<file path="src/rtl/instr_decode_stage.sv">
// Registered instruction-decode stage: splits fetch words into fields and control,
// queues the decoded bundle in a 2-entry skid buffer, and counts illegal opcodes.
module instr_decode_stage #(
    parameter int INSTR_W = 32,
    parameter int OPC_W   = 6,
    parameter int REG_AW  = 5,
    parameter int IMM_W   = 16,
    parameter int ADDR_W  = 8,
    parameter int CNT_W   = 16
) (
    input  logic               clk,
    input  logic               rst_n,
    input  logic               flush,
    input  logic               in_valid,
    output logic               in_ready,
    input  logic [INSTR_W-1:0] in_instr,
    output logic               out_valid,
    input  logic               out_ready,
    output logic [2:0]         out_class,
    output logic [3:0]         out_alu_op,
    output logic               out_we,
    output logic [REG_AW-1:0]  out_wreg,
    output logic [REG_AW-1:0]  out_rs2,
    output logic [REG_AW-1:0]  out_rs1,
    output logic [IMM_W-1:0]   out_imm,
    output logic [ADDR_W-1:0]  out_addr,
    output logic               out_illegal,
    output logic [CNT_W-1:0]   illegal_count
);

    localparam int RD2_LSB     = INSTR_W - OPC_W - REG_AW;
    localparam int RD1_LSB     = RD2_LSB - REG_AW;
    localparam int ST_ADDR_LSB = INSTR_W - OPC_W - ADDR_W;

    // Opcode 16 must be encodable for the top ALU function to exist.
    if ((INSTR_W < OPC_W + 4 * REG_AW) || (IMM_W > INSTR_W - OPC_W) ||
        (ADDR_W > INSTR_W - OPC_W) || (OPC_W < 5)) begin : g_param_check
        $error("instr_decode_stage: illegal parameter combination");
    end

    typedef enum logic [2:0] {
        CLS_MOVI    = 3'd0,
        CLS_MOVR    = 3'd1,
        CLS_LOAD    = 3'd2,
        CLS_STORE   = 3'd3,
        CLS_ALU     = 3'd4,
        CLS_ILLEGAL = 3'd7
    } instr_class_e;

    typedef struct packed {
        instr_class_e      cls;
        logic [3:0]        alu_op;
        logic              we;
        logic [REG_AW-1:0] wreg;
        logic [REG_AW-1:0] rs2;
        logic [REG_AW-1:0] rs1;
        logic [IMM_W-1:0]  imm;
        logic [ADDR_W-1:0] addr;
        logic              illegal;
    } bundle_t;

    logic [OPC_W-1:0]  opcode;
    logic [REG_AW-1:0] rd2;
    logic [REG_AW-1:0] rd1;
    bundle_t           dec;

    assign opcode = in_instr[INSTR_W-1 -: OPC_W];
    assign rd2    = in_instr[RD2_LSB +: REG_AW];
    assign rd1    = in_instr[RD1_LSB +: REG_AW];

    always_comb begin
        // NOTE: every field gets a default before the case so no path leaves a latch.
        dec         = '0;
        dec.rs2     = in_instr[2*REG_AW-1:REG_AW];
        dec.rs1     = in_instr[REG_AW-1:0];
        dec.imm     = in_instr[IMM_W-1:0];
        if (opcode == OPC_W'(0)) begin
            dec.cls  = CLS_MOVI;
            dec.we   = 1'b1;
            dec.wreg = rd2;
        end else if (opcode == OPC_W'(1)) begin
            dec.cls  = CLS_MOVR;
            dec.we   = 1'b1;
            dec.wreg = rd2;
        end else if (opcode == OPC_W'(2)) begin
            dec.cls  = CLS_LOAD;
            dec.we   = 1'b1;
            dec.wreg = rd2;
            dec.addr = in_instr[ADDR_W-1:0];
        end else if (opcode == OPC_W'(3)) begin
            dec.cls  = CLS_STORE;
            dec.addr = in_instr[ST_ADDR_LSB +: ADDR_W];
        end else if (opcode <= OPC_W'(16)) begin
            dec.cls    = CLS_ALU;
            dec.we     = 1'b1;
            dec.wreg   = rd1;
            dec.alu_op = 4'(opcode - OPC_W'(4));
        end else begin
            dec.cls     = CLS_ILLEGAL;
            dec.illegal = 1'b1;
        end
    end

    bundle_t    buf_q [2];
    logic       wr_ptr;
    logic       rd_ptr;
    logic [1:0] count;
    logic       accept;
    logic       consume;

    assign in_ready  = (count != 2'd2);
    assign out_valid = (count != 2'd0);
    assign accept    = in_valid & in_ready & ~flush;
    assign consume   = out_valid & out_ready;

    always_ff @(posedge clk or negedge rst_n) begin
        if (!rst_n) begin
            // NOTE: the buffer entries are reset because out_* must read zero out of reset.
            for (int i = 0; i < 2; i++) buf_q[i] <= '0;
            wr_ptr <= 1'b0;
            rd_ptr <= 1'b0;
            count  <= 2'd0;
        end else if (flush) begin
            wr_ptr <= 1'b0;
            rd_ptr <= 1'b0;
            count  <= 2'd0;
        end else begin
            // NOTE: non-blocking updates let pointers and count all see pre-edge values.
            if (accept) begin
                buf_q[wr_ptr] <= dec;
                wr_ptr        <= ~wr_ptr;
            end
            if (consume) rd_ptr <= ~rd_ptr;
            case ({accept, consume})
                2'b10:   count <= count + 2'd1;
                2'b01:   count <= count - 2'd1;
                default: count <= count;
            endcase
        end
    end

    always_ff @(posedge clk or negedge rst_n) begin
        if (!rst_n) begin
            illegal_count <= '0;
        end else if (accept && dec.illegal && (illegal_count != '1)) begin
            illegal_count <= illegal_count + CNT_W'(1);
        end
    end

    bundle_t head;
    assign head        = buf_q[rd_ptr];
    assign out_class   = head.cls;
    assign out_alu_op  = head.alu_op;
    assign out_we      = head.we;
    assign out_wreg    = head.wreg;
    assign out_rs2     = head.rs2;
    assign out_rs1     = head.rs1;
    assign out_imm     = head.imm;
    assign out_addr    = head.addr;
    assign out_illegal = head.illegal;

endmodule

</file>
<file path="config.mk">
export PLATFORM = sky130hd
export DESIGN_NAME = instr_decode_stage
export DESIGN_NICKNAME = d
export VERILOG_FILES = /design/src/rtl/instr_decode_stage.sv
export SDC_FILE = /design/constraint.sdc
export NUM_CORES = 1
export LEC_CHECK = 0
export ABC_AREA = 1
export BUFFER_PORTS_ARGS = -buffer_cell sky130_fd_sc_hd__buf_2
export CORE_MARGIN = 1.5
export CORE_UTILIZATION = 50
export CTS_CLUSTER_DIAMETER = 50
export DETAILED_ROUTE_END_ITERATION = 8
export HOLD_SLACK_MARGIN = 0.1
export PLACE_DENSITY = 0.73
export SETUP_SLACK_MARGIN = 0.2
export SYNTH_ARGS = -nofsm -noshare
export SYNTH_HDL_FRONTEND = slang
export SYNTH_SLANG_ARGS = --single-unit
</file>
<file path="constraint.sdc">
create_clock -name clk -period 1.7 [get_ports clk]
set_clock_uncertainty 0.2 [all_clocks]
set_input_delay 0 -clock clk [delete_from_list [all_inputs] [get_ports clk]]
set_output_delay 0 -clock clk [all_outputs]
set_load 0.02 [all_outputs]
</file>
==> impl_metrics.json, run 1 <==
{
  "outcome": "aborted with a tool error",
  "stop_stage": "global routing (5_1_grt)",
  "error": "[ERROR GRT-0232] Routing congestion too high. Check the congestion heatmap in the GUI.",
  "worstEndpointType": "sequential cell input",
  "cts_made_buffers": 9,
  "yosysTopAreaCellShare_pct": 49.1,
  "placed_cell_area_mm2": 0.00566,
  "yosysWarnings": 0,
  "die_w_um": 102,
  "ys_seq_area_share_pct": 49.1,
  "pin_count": 103,
  "grt_usage_pct": 87.2,
  "synth_nets": 694,
  "synth_area_leaders": "dfrtp_1, nand2_1, o21ai_1, inv_1, buf_4",
  "die_h_um": 102,
  "row_count": 35,
  "grt-worst-endpoint": "illegal_count[1]$_DFFE_PN0P_/D",
  "avgSynthCellArea_um2": 7.47,
  "syn-cell-area_mm2": 0.00490,
  "cts_root_buf": "clkbuf_8",
  "yosysTopAreaCell": "dfrtp_1",
  "postSynthCellCount": 655,
  "grt_max_degree": 36,
  "place_congestion": 0.906,
  "synth_cell_types": 28,
  "hpwl_mm": 8.44,
  "start_util_pct": 52.2,
  "synth-seq-cells": 96,
  "clockBufferDepth": 2,
  "io_buffer_count": 102,
  "h-tree-depth": 3,
  "grt-ovfl-total": 292,
  "cts.sinks": 96
}
==> routing by layer <==
layer | overflow | global-route usage, %
met1 | 2 | 84.0
met2 | 187 | 105
met3 | 3 | 69.5
met4 | 100 | 99.3
met5 | 0 | 21.6
==> cell families after synthesis <==
group                    Yosys count  share of synthesized area, %
AND/OR/NAND/NOR                  371                          30.9
adder cells (fa/ha/maj)            2                         0.511
flip-flops                        96                          49.1
AO/OA/AOI/OAI                     84                          9.02
buffers and inverters             94                          9.05
XOR/XNOR                           8                          1.43
==> cell usage after synthesis <==
cell	instances
a21oi_1	3
a31oi_1	2
buf_2	9
buf_4	13
buf_6	4
clkbuf_1	10
dfrtp_1	96
ha_1	2
inv_1	52
inv_2	6
nand2_1	311
nand2_2	5
nand2_4	1
nand3_1	16
nand4_1	8
nor2_1	18
nor2_2	3
nor2_4	5
nor3_1	3
nor3_4	1
o21ai_0	17
o21ai_1	58
o21ai_2	1
o21ai_4	1
o22ai_1	1
o31ai_1	1
xnor2_1	4
xor2_1	4
==> through the flow <==
step	utilization [%]	worst slack [ns]	hold WS (ns)	std cells
after floorplan	-	0.0395	-0.496	655
after global placement	60.4	0.108	-0.241	875
after detailed placement	60.4	0.0225	-0.231	875
after CTS	77.6	0.0510	-0.0774	971
==> timing repair <==
action | in CTS
cloned | 16
hold buffers | 36
hold endpoints to repair | 175
gates resized for setup | 162
setup endpoints to repair | 132
setup buffers | 28
pin swaps | 25
==> inputs of run 2 (changes only) <==
--- a/config.mk
+++ b/config.mk
@@ -8,12 +8,9 @@
 export ABC_AREA = 1
 export BUFFER_PORTS_ARGS = -buffer_cell sky130_fd_sc_hd__buf_2
 export CORE_MARGIN = 1.5
-export CORE_UTILIZATION = 50
-export CTS_CLUSTER_DIAMETER = 50
+export CORE_UTILIZATION = 37
 export DETAILED_ROUTE_END_ITERATION = 8
-export HOLD_SLACK_MARGIN = 0.1
-export PLACE_DENSITY = 0.73
-export SETUP_SLACK_MARGIN = 0.2
+export PLACE_DENSITY_LB_ADDON = 0.15
 export SYNTH_ARGS = -nofsm -noshare
 export SYNTH_HDL_FRONTEND = slang
 export SYNTH_SLANG_ARGS = --single-unit
==> constraint.sdc (replaced) <==
create_clock -name clk -period 2.2 [get_ports clk]
set_clock_uncertainty 0.2 [all_clocks]
set_input_delay 0 -clock clk [delete_from_list [all_inputs] [get_ports clk]]
set_output_delay 0 -clock clk [all_outputs]
set_load 0.02 [all_outputs]
==> impl_metrics.json, run 2 <==
{
  "slowest_stage": "o21ai_4",
  "dr.first_iter.drc_count": 347,
  "pin_count": 103,
  "rsz0062_at_grt": "false",
  "grt-ovfl-total": 0,
  "cts_tree": "built",
  "start_util_pct": 38.3,
  "antenna_found_initial": 0,
  "cts_root_buf": "clkbuf_16",
  "synth_ff_type": "dfrtp_1",
  "routed_via_density": 4.76,
  "critPathMaxStageDelay_ns": 0.45,
  "die_area_mm2": 0.0139,
  "timing.fmax_ghz": 0.510,
  "clockBufferDepth": 2,
  "tns_ns": 0,
  "min_period_ns": 1.96,
  "grt_max_degree": 53,
  "final_common_cell": "nand2_1",
  "worst_pin_slew_ns": 0.593,
  "path_clk_slew_ns": 0.07,
  "syn-cell-area_mm2": 0.00490,
  "path_max_fanout": 19,
  "largest_register_ff_count": 76,
  "ir_drop_v": 0.000453,
  "worstSetupEndpointType": "register",
  "cts.sinks": 96,
  "row_count": 41,
  "synthToLayoutAreaGrowth_pct": 26.3,
  "rr_startpoint": "illegal_count[0]",
  "synth-async-reset-ratio_pct": 100,
  "hpwl_mm": 8.59,
  "layout_common_cells": "nand2_1, buf_2, dfrtp_1",
  "critical_path_buf_inv_count": 0,
  "arrival_ns": 1.97,
  "synth_area_leaders": "dfrtp_1, nand2_1, o21ai_1, inv_1, buf_4",
  "finalNetCount": 818,
  "rrSetupSlack_ns": 0.24,
  "die_w_um": 118,
  "drc": 0,
  "synth_common_cells": "nand2_1, dfrtp_1, o21ai_1",
  "crit_required_ns": 2.21,
  "cp_top_family": "compound AO/OA/AOI/OAI gates",
  "drive_gt1_share_pct": 19.3,
  "synth_cell_types": 28,
  "yosysWarnings": 0,
  "synth-edff-count": 0,
  "ant_nets": 0,
  "maxCapViolCount": 0,
  "period_share_pct": 89.1,
  "synth-seq-cells": 96,
  "die_h_um": 118,
  "outcome": "completed",
  "grt_pass1_vias": 4284,
  "clk_latency_ns": 0.35,
  "largest_register": "buf_q",
  "firstDrtPassIters": 6,
  "grt_pass1_wl_mm": 21.6,
  "yosysTopAreaCellShare_pct": 49.1,
  "yosysTopAreaCell": "dfrtp_1",
  "rr_worst_depth": 6,
  "synth_nets": 694,
  "worstPathCellList": "ha_1 > nand2_2 > nor2_4 > nand2_2 > o21ai_4 > o21ai_0",
  "grt_usage_pct": 19.4,
  "h-tree-depth": 3,
  "largestRegisters": "buf_q (76), illegal_count (16), count (2)",
  "power.density_mw_per_mm2": 836,
  "r2r_end": "illegal_count[5]",
  "path_class": "reg2reg",
  "setup_viol": 0,
  "start_kind": "register",
  "coreArea_mm2": 0.0128,
  "slew_headroom_pct": 60.3,
  "p_leak_nw": 3.32,
  "report.final.slew_viol_count": 0,
  "postSynthCellCount": 655,
  "cp_common_cell": "nand2_2",
  "io_buffer_count": 102,
  "ys_seq_area_share_pct": 49.1,
  "num_vias": 4549,
  "place_congestion": 0.847,
  "wirelength_mm": 13.1,
  "avgSynthCellArea_um2": 7.47,
  "worstHoldPathType": "in2async",
  "final_core_utilization_pct": 48.4,
  "hold_viol_final": 0,
  "yosysMostFrequentCell": "nand2_1",
  "cts_made_buffers": 9,
  "wl_per_cell_um": 13.7,
  "fill_cells": 1290
}
run 2: cell counts after synthesis:
No cell type changed its count.
run 2: where the power goes:
group	internal (mW)	switching, mW	leakage [nW]
logic	0.477	0.855	1.91
clock network	0.907	0.688	0.148
registers	2.06	0.180	1.26
total	3.45	1.72	3.32
run 2: how the worst max path moves through the flow:
stage,startpoint,end,slack (ns),cells after the start
floorplan,illegal_count[0],illegal_count[15],0.36,9
global placement,in_instr[28],buf_q[43],0.17,10
detailed placement,in_instr[28],buf_q[44],0.09,10
CTS,in_instr[26],buf_q[92],0.15,9
global route,illegal_count[0],illegal_count[2],0.04,7
finish,illegal_count[0],illegal_count[5],0.24,6
run 2: cell type report:
class	count	area [µm²]	area share [%]
tap	172	215	3.48
clock inverter	5	57.6	0.931
multi-input combinational	465	2050	33.2
timing repair buffer	149	996	16.1
antenna	1	2.50	0.0405
sequential	96	2400	38.8
clock buffer	10	239	3.86
inverter	58	218	3.52
run 2: kinds of logic after synthesis:
family                   count (synthesis)  share of synthesized area [%]
buffers and inverters                   94                           9.05
XOR/XNOR                                 8                           1.43
AND/OR/NAND/NOR                        371                           30.9
adder cells (fa/ha/maj)                  2                          0.511
AO/OA/AOI/OAI                           84                           9.02
flip-flops                              96                           49.1
run 2: metrics by stage:
stage | setup WS (ns) | power (mW) | hold slack [ns] | area (µm²) | std cells
2_1_floorplan | 0.356 | 3.18 | -0.496 | 4900 | 655
6_report | 0.239 | 5.17 | 0.00561 | 6180 | 956
4_1_cts | 0.154 | 5.23 | 0.00421 | 6180 | 955
3_3_place_gp | 0.172 | 3.52 | -0.330 | 5510 | 903
5_1_grt | 0.0357 | 5.49 | 0.0569 | 6180 | 955
3_5_place_dp | 0.0922 | 3.56 | -0.322 | 5510 | 903
run 2: worst reg2reg max path, delay by kind of cell (launching register included):
family | cells | cell delay, ns
adder cells (fa/ha/maj) | 1 | 0.27
AND/OR/NAND/NOR | 3 | 0.35
AO/OA/AOI/OAI | 2 | 0.60
flip-flops | 1 | 0.41
run 2: metal layers:
layer | GRT usage [%] | share of wire (%) | vias up
li1 | - | - | 2272
met1 | 27.4 | 48 | 2093
met2 | 28.8 | 44 | 149
met3 | 3.54 | 4.6 | 35
met4 | 9.07 | 2.9 | 0
met5 | 0 | 0 | -
run 2: what timing repair did:
action / in CTS / in global routing
hold buffers: 37 / 0
hold endpoints to repair: 170 / 0
gates resized for setup: 0 / 1
endpoints found under the setup margin: 0 / 7
buffers inserted: 0 / 0
Power figures use the tool's default switching activity.
